$ cat src/rtl/mul_pkg.sv
// Shared types and defaults for the shared signed multiplier arbiter.
package mul_pkg;

  localparam int N_DEF       = 4;
  localparam int W_DEF       = 3;
  localparam int MUL_LAT_DEF = 4;

  // Tag ids are sized for the largest supported requester count so one tag type serves every N.
  localparam int N_MAX = 8;
  localparam int ID_W  = $clog2(N_MAX);

  typedef enum logic [1:0] {
    IDLE  = 2'd0,
    RUN   = 2'd1,
    DRAIN = 2'd2
  } state_t;

  typedef struct packed {
    logic            valid;
    logic [ID_W-1:0] id;
  } tag_t;

  function automatic tag_t make_tag(input logic valid, input logic [ID_W-1:0] id);
    tag_t t;
    t.valid = valid;
    t.id    = valid ? id : '0;
    return t;
  endfunction

endpackage

$ cat src/rtl/mul_tag_pipe.sv
// Depth-D shift register of in-flight tags; reset invalidates every stage.
module mul_tag_pipe
  import mul_pkg::*;
#(
  parameter int D = MUL_LAT_DEF + 1
) (
  input  logic clk,
  input  logic rst,
  input  tag_t tag_in,
  output tag_t tag_out
);

  tag_t stages [D];

  always_ff @(posedge clk) begin
    if (rst) begin
      for (int i = 0; i < D; i++) begin
        stages[i] <= '0;
      end
    end else begin
      stages[0] <= tag_in;
      for (int i = 1; i < D; i++) begin
        stages[i] <= stages[i-1];
      end
    end
  end

  assign tag_out = stages[D-1];

endmodule

$ cat src/rtl/mul_share_arb.sv
// Shares one pipelined signed multiplier between N requesters and routes products back by tag.
// MUL_ARB_RR_EN selects round-robin arbitration; without it the lowest requester index wins.
module mul_share_arb
  import mul_pkg::*;
#(
  parameter int N       = N_DEF,
  parameter int W       = W_DEF,
  parameter int MUL_LAT = MUL_LAT_DEF
) (
  input  logic             clk,
  input  logic             rst,
  input  logic             start,
  input  logic             drain,
  input  logic [N-1:0]     req_valid,
  output logic [N-1:0]     req_ready,
  input  logic [N*W-1:0]   req_a,
  input  logic [N*W-1:0]   req_b,
  output logic [N-1:0]     rsp_valid,
  output logic [2*W-1:0]   rsp_p,
  output logic [W-1:0]     mul_a,
  output logic [W-1:0]     mul_b,
  output logic             mul_en,
  input  logic [2*W-1:0]   mul_p,
  output logic             idle
);

  localparam int D     = MUL_LAT + 1;
  localparam int CNT_W = $clog2(D + 1);
  localparam int IDX_W = (N > 1) ? $clog2(N) : 1;

  state_t           state_q;
  state_t           state_d;
  logic             issue_ok;
  logic             grant_any;
  logic [IDX_W-1:0] grant_idx;
  logic [IDX_W-1:0] scan_idx;
  logic [W-1:0]     sel_a;
  logic [W-1:0]     sel_b;
  logic             handshake;
  logic [CNT_W-1:0] inflight_q;
  tag_t             tag_in;
  tag_t             tag_exit;

`ifdef MUL_ARB_RR_EN
  logic [IDX_W-1:0] rr_ptr;
  logic [IDX_W:0]   scan_sum;
`endif

  always_ff @(posedge clk) begin
    if (rst) begin
      state_q <= IDLE;
    end else begin
      state_q <= state_d;
    end
  end

  // Issuing is only allowed in RUN with drain low, so a same-cycle drain always wins.
  always_comb begin
    state_d  = state_q;
    mul_en   = 1'b0;
    idle     = 1'b0;
    issue_ok = 1'b0;
    case (state_q)
      IDLE: begin
        idle = 1'b1;
        if (start) begin
          state_d = RUN;
        end
      end
      RUN: begin
        mul_en = 1'b1;
        if (drain) begin
          state_d = DRAIN;
        end else begin
          issue_ok = 1'b1;
        end
      end
      DRAIN: begin
        mul_en = 1'b1;
        if (inflight_q == '0) begin
          state_d = IDLE;
        end
      end
      default: begin
        state_d = IDLE;
      end
    endcase
  end

  always_comb begin
    grant_any = 1'b0;
    grant_idx = '0;
    scan_idx  = '0;
`ifdef MUL_ARB_RR_EN
    scan_sum  = '0;
`endif
    for (int k = 0; k < N; k++) begin
`ifdef MUL_ARB_RR_EN
      scan_sum = {1'b0, rr_ptr} + (IDX_W+1)'(k);
      if (scan_sum >= (IDX_W+1)'(N)) begin
        scan_sum = scan_sum - (IDX_W+1)'(N);
      end
      scan_idx = scan_sum[IDX_W-1:0];
`else
      scan_idx = IDX_W'(k);
`endif
      if (!grant_any && req_valid[scan_idx]) begin
        grant_any = 1'b1;
        grant_idx = scan_idx;
      end
    end
  end

  always_comb begin
    sel_a = '0;
    sel_b = '0;
    for (int k = 0; k < N; k++) begin
      if (grant_idx == IDX_W'(k)) begin
        sel_a = req_a[k*W +: W];
        sel_b = req_b[k*W +: W];
      end
    end
  end

  assign req_ready = (issue_ok && grant_any) ? (N'(1) << grant_idx) : '0;
  assign handshake = |(req_valid & req_ready);

`ifdef MUL_ARB_RR_EN
  always_ff @(posedge clk) begin
    if (rst) begin
      rr_ptr <= '0;
    end else if (handshake) begin
      rr_ptr <= (grant_idx == IDX_W'(N - 1)) ? '0 : grant_idx + IDX_W'(1);
    end
  end
`endif

  // Operands hold between issues; the multiplier never stalls so stale values are harmless.
  always_ff @(posedge clk) begin
    if (rst) begin
      mul_a <= '0;
      mul_b <= '0;
    end else if (handshake) begin
      mul_a <= sel_a;
      mul_b <= sel_b;
    end
  end

  assign tag_in = make_tag(handshake, ID_W'(grant_idx));

  mul_tag_pipe #(
    .D (D)
  ) u_tag_pipe (
    .clk     (clk),
    .rst     (rst),
    .tag_in  (tag_in),
    .tag_out (tag_exit)
  );

  // The tag leaves the pipe exactly when its product is present on mul_p.
  always_ff @(posedge clk) begin
    if (rst) begin
      rsp_valid <= '0;
      rsp_p     <= '0;
    end else begin
      rsp_valid <= '0;
      if (tag_exit.valid) begin
        rsp_valid <= N'(1) << tag_exit.id;
        rsp_p     <= mul_p;
      end
    end
  end

  always_ff @(posedge clk) begin
    if (rst) begin
      inflight_q <= '0;
    end else begin
      case ({handshake, tag_exit.valid})
        2'b10:   inflight_q <= inflight_q + CNT_W'(1);
        2'b01:   inflight_q <= inflight_q - CNT_W'(1);
        default: inflight_q <= inflight_q;
      endcase
    end
  end

endmodule

$ cat config.mk
export PLATFORM = sky130hd
export DESIGN_NAME = mul_share_arb
export DESIGN_NICKNAME = d
export VERILOG_FILES = /design/src/rtl/mul_pkg.sv /design/src/rtl/mul_tag_pipe.sv /design/src/rtl/mul_share_arb.sv
export SDC_FILE = /design/constraint.sdc
export NUM_CORES = 1
export LEC_CHECK = 0
export ABC_CLOCK_PERIOD_IN_PS = 1930
export CAP_MARGIN = 30
export CORE_MARGIN = 5
export CORE_UTILIZATION = 41
export DETAILED_ROUTE_END_ITERATION = 8
export GPL_TIMING_DRIVEN = 0
export MAX_ROUTING_LAYER = met4
export PLACE_DENSITY = 0.83
export SYNTH_ARGS = -nofsm -noshare
export SYNTH_HDL_FRONTEND = slang
export SYNTH_HIERARCHICAL = 1
export SYNTH_SLANG_ARGS = --single-unit
$ cat constraint.sdc
create_clock -name clk -period 1.93 [get_ports clk]
set_input_delay 0.4825 -clock clk [delete_from_list [all_inputs] [get_ports clk]]
set_output_delay 0.4825 -clock clk [all_outputs]
set_load 0.1 [all_outputs]
==> results of run 1 <==
## stage by stage
step / worst slack [ps] / instance area (µm²)
5_1_grt: -191 / 2800
2_1_floorplan: -12.6 / 1910
4_1_cts: -173 / 2730
3_5_place_dp: -1350 / 2550
6_report: -132 / 2800
3_3_place_gp: -1350 / 2550
## cells in the mapped netlist (2+ instances only)
| cell | instances |
|---|---|
| o21ai_1 | 4 |
| mux2i_1 | 8 |
| nand3b_1 | 2 |
| dfxtp_1 | 41 |
| nor3_1 | 2 |
| o22ai_1 | 3 |
| a21oi_1 | 7 |
| ha_1 | 5 |
| inv_1 | 4 |
| buf_6 | 3 |
| nor2_1 | 21 |
| clkbuf_1 | 3 |
| and3_1 | 2 |
| nor2b_4 | 4 |
| o21ai_0 | 3 |
| and2_1 | 6 |
| nand2b_1 | 7 |
| nor2b_1 | 4 |
| a311oi_1 | 5 |
| a22o_1 | 5 |
| nand2_1 | 9 |
| buf_4 | 5 |
| buf_2 | 3 |
| nor2b_2 | 16 |
## timing repair
item	in CTS	in global routing
pin swaps	4	4
setup endpoints to repair	24	11
gates resized for setup	105	15
buffers inserted	6	8
## how the worst max path moves through the flow
stage                            start                    endpoint  slack (ps)  cells after the start
6_report                         drain  inflight_q[2]$_SDFFE_PP0P_        -130                      9
5_1_grt        state_q[1]$_SDFFE_PP0P_  inflight_q[2]$_SDFFE_PP0P_        -190                     10
4_1_cts        state_q[1]$_SDFFE_PP0P_  inflight_q[2]$_SDFFE_PP0P_        -170                     10
3_5_place_dp              req_valid[0]                req_ready[1]       -1350                      7
3_3_place_gp              req_valid[0]                req_ready[1]       -1350                      7
2_1_floorplan                    drain                req_ready[1]         -10                      5
## power by group through the flow
| stage | Sequential [mW] | Clock, mW | Combinational (mW) |
|---|---|---|---|
| after global placement | 0.904 | 0 | 0.459 |
| final | 0.887 | 0.547 | 0.505 |
| after CTS | 0.887 | 0.561 | 0.470 |
| after global routing | 0.890 | 0.610 | 0.536 |
| after detailed placement | 0.906 | 0 | 0.463 |
| after floorplan | 0.980 | 0 | 0.240 |
## cell type report
type                       instances  area (µm²)
fill                             349        1580
multi-input combinational        131         987
sequential                        41         826
timing repair buffer              72         719
buffer                            13        87.6
clock buffer                       7        86.3
tap                               52        65.1
inverter                           5        31.3
## kinds of logic (layout without fill, tap and decap cells)
group,after synthesis,count (layout)
other,1,1
and+or+nand+nor,82,82
AOI/OAI and AO/OA,32,32
DFF,41,41
buffers and inverters,19,97
xor gates and xnor gates,2,2
adders and majority gates,6,6
muxes,8,8
## flip-flops by register name (all words and copies together) (netlist names)
name and flops:
state_q 2, rsp_p 6, u_tag_pipe/stages 20, inflight_q 3
rsp_valid 4, mul_a 3, mul_b 3
## per-layer routing
metal	wire (µm)	up-vias	global-route usage
li1	-	796	-
met1	1750	733	0.157
met2	2130	59	0.240
met3	309	10	0.0590
met4	82	0	0.0584
met5	0	-	-
==> impl_metrics.toml, run 1 <==
[logic_synthesis]
synth_seq_cells = 41
syn_area_per_cell_um2 = 9.81
synth_cell_types = 43
synth_edf_count = 0
synth_adder_area_share = 0.0441
synth_top_family_by_area = "simple AND/OR/NAND/NOR gates"
synth.top_cell.area_share = 0.438
synthTopCellsByArea = "dfxtp_1 (44%), nor2b_2 (7.5%), mux2i_1 (4.3%)"
ys_warn_count = 6
syn_inst = 191
syn_nets = 235
synth_top_area_cell = "dfxtp_1"
synth_ff_type = "dfxtp_1"
synth_xor_xnor_area_share = 0.00935
ys_async_sr_fraction = 0
synthSimpleGateAreaFrac = 0.281
yosysSeqAreaShare = 0.438
synth_compound_area_frac = 0.118
synthesis.area_um2 = 1870
synthMuxAreaShare = 0.0427

[floorplan]
rows = 24
dieWidth_um = 77.6
initial_core_util = 0.428
io_pins = 60
die_area_um2 = 6020
die_y_um = 77.6
core_region_area_um2 = 4380

[clock_network]
ctsHoldBuffers = 0
numCtsBuffers = 5
clkTransAtPathRegs_ps = 70
h-tree-depth = 2
cts_num_sinks = 41
cts_tree = "done"
worstSkewPairLatency_ps = 290
cts_buffer_depth = 2
root_buffer = "clkbuf_8"

[place]
place_inst = 301
io_buffers = 58
place.gp.congestion = 0.865
dpl.hpwl_mm = 3.06

[cells_and_area]
syn_to_final_growth_pct = 49.5
final_cells = 321
mostFrequentLayoutCell = "dfxtp_1"
final_core_util = 0.639
fin_nets = 313
drive_above_1_share = 0.342
final_cell_mix = "dfxtp_1 (39), clkdlybuf4s50_1 (31), nor2_1 (21)"
num_antenna_cells = 0

[detailed_routing]
post_drt_wl_per_cell_um = 13.3
dr.pass1.iters = 4
drtIter0Drc = 58
num_vias = 1598
drc = 0
ant_nets = 0
via_per_inst = 4.98
wl_mm = 4.27

[critical_path]
crit_chain = "dlygate4sd2_1 > nand2b_4 > a21o_4 > buf_6 > ha_4 > fa_2 > xnor2_2 > or3_1 > a21oi_1"
rr_worst_depth = 10
worstPathMaxFanout = 2
rr_startpoint = "state_q[1]$_SDFFE_PP0P_"
r2r-end = "inflight_q[2]$_SDFFE_PP0P_"
max_stage_delay_ps = 350
path_delay_family = "adder cells"
worstSetupPathType = "in -> reg"
critPathCaptureType = "flop"
arrival_ps = 2280
ff2ff_setup_slack_ps = -130
critPathBufInv = 2
start_kind = "input pin"
worstPathRequired_ps = 2150
cp_slowest_cell = "fa_2"

[worst_hold_path]
hold-path-cell-count = 2
holdPathEnd = "u_tag_pipe/stages[0][17]$_SDFF_PP0_"
hold_class = "in -> reg"
hp-start = "rst"

[timing]
finalSetupViolations = 4
layout_min_cycle_time_ps = 2060
whs_ps = 433
rsz0062_at_grt = "true"
fin_worst_skew_ps = 2.36
relSlewSlack = 0.371
tns_ps = -318
fin_crit_sh = 1.07
tightest_slew_ps = 947
setup_slack_ps = -132
hold_viol = 0
slew_viol_final = 0
clock.fmax_mhz = 485

[grt]
overflow = 0
grt_util_all_layers = 0.146
antenna_found_initial = 0
grt_pass1_vias = 1614
grt_first_pass_wirelength_mm = 6.89
grt_max_degree = 15

[power_and_ir_drop]
power.internal_mw = 1.36
p_leak_nw = 1.10
swShare = 0.297
sequentialPowerShare = 0.458
p_comb_frac = 0.260
ir_drop_mv = 0.315
p_sw_uw = 576
power_density_nw_per_um2 = 692
total_power_mw = 1.94
clkPwrFrac = 0.282

[run]
cap_violations = 0

[run_status]
failed_checks = "negative setup slack"
status = "finished, violations left"
Power figures use the tool's default switching activity.
==> inputs of run 2 (changes only) <==
- CAP_MARGIN: 30 -> 5
- HOLD_SLACK_MARGIN: unset -> 0.02
==> results of run 2 <==
No change in the layout: final DEF, timing and power equal those of run 1.
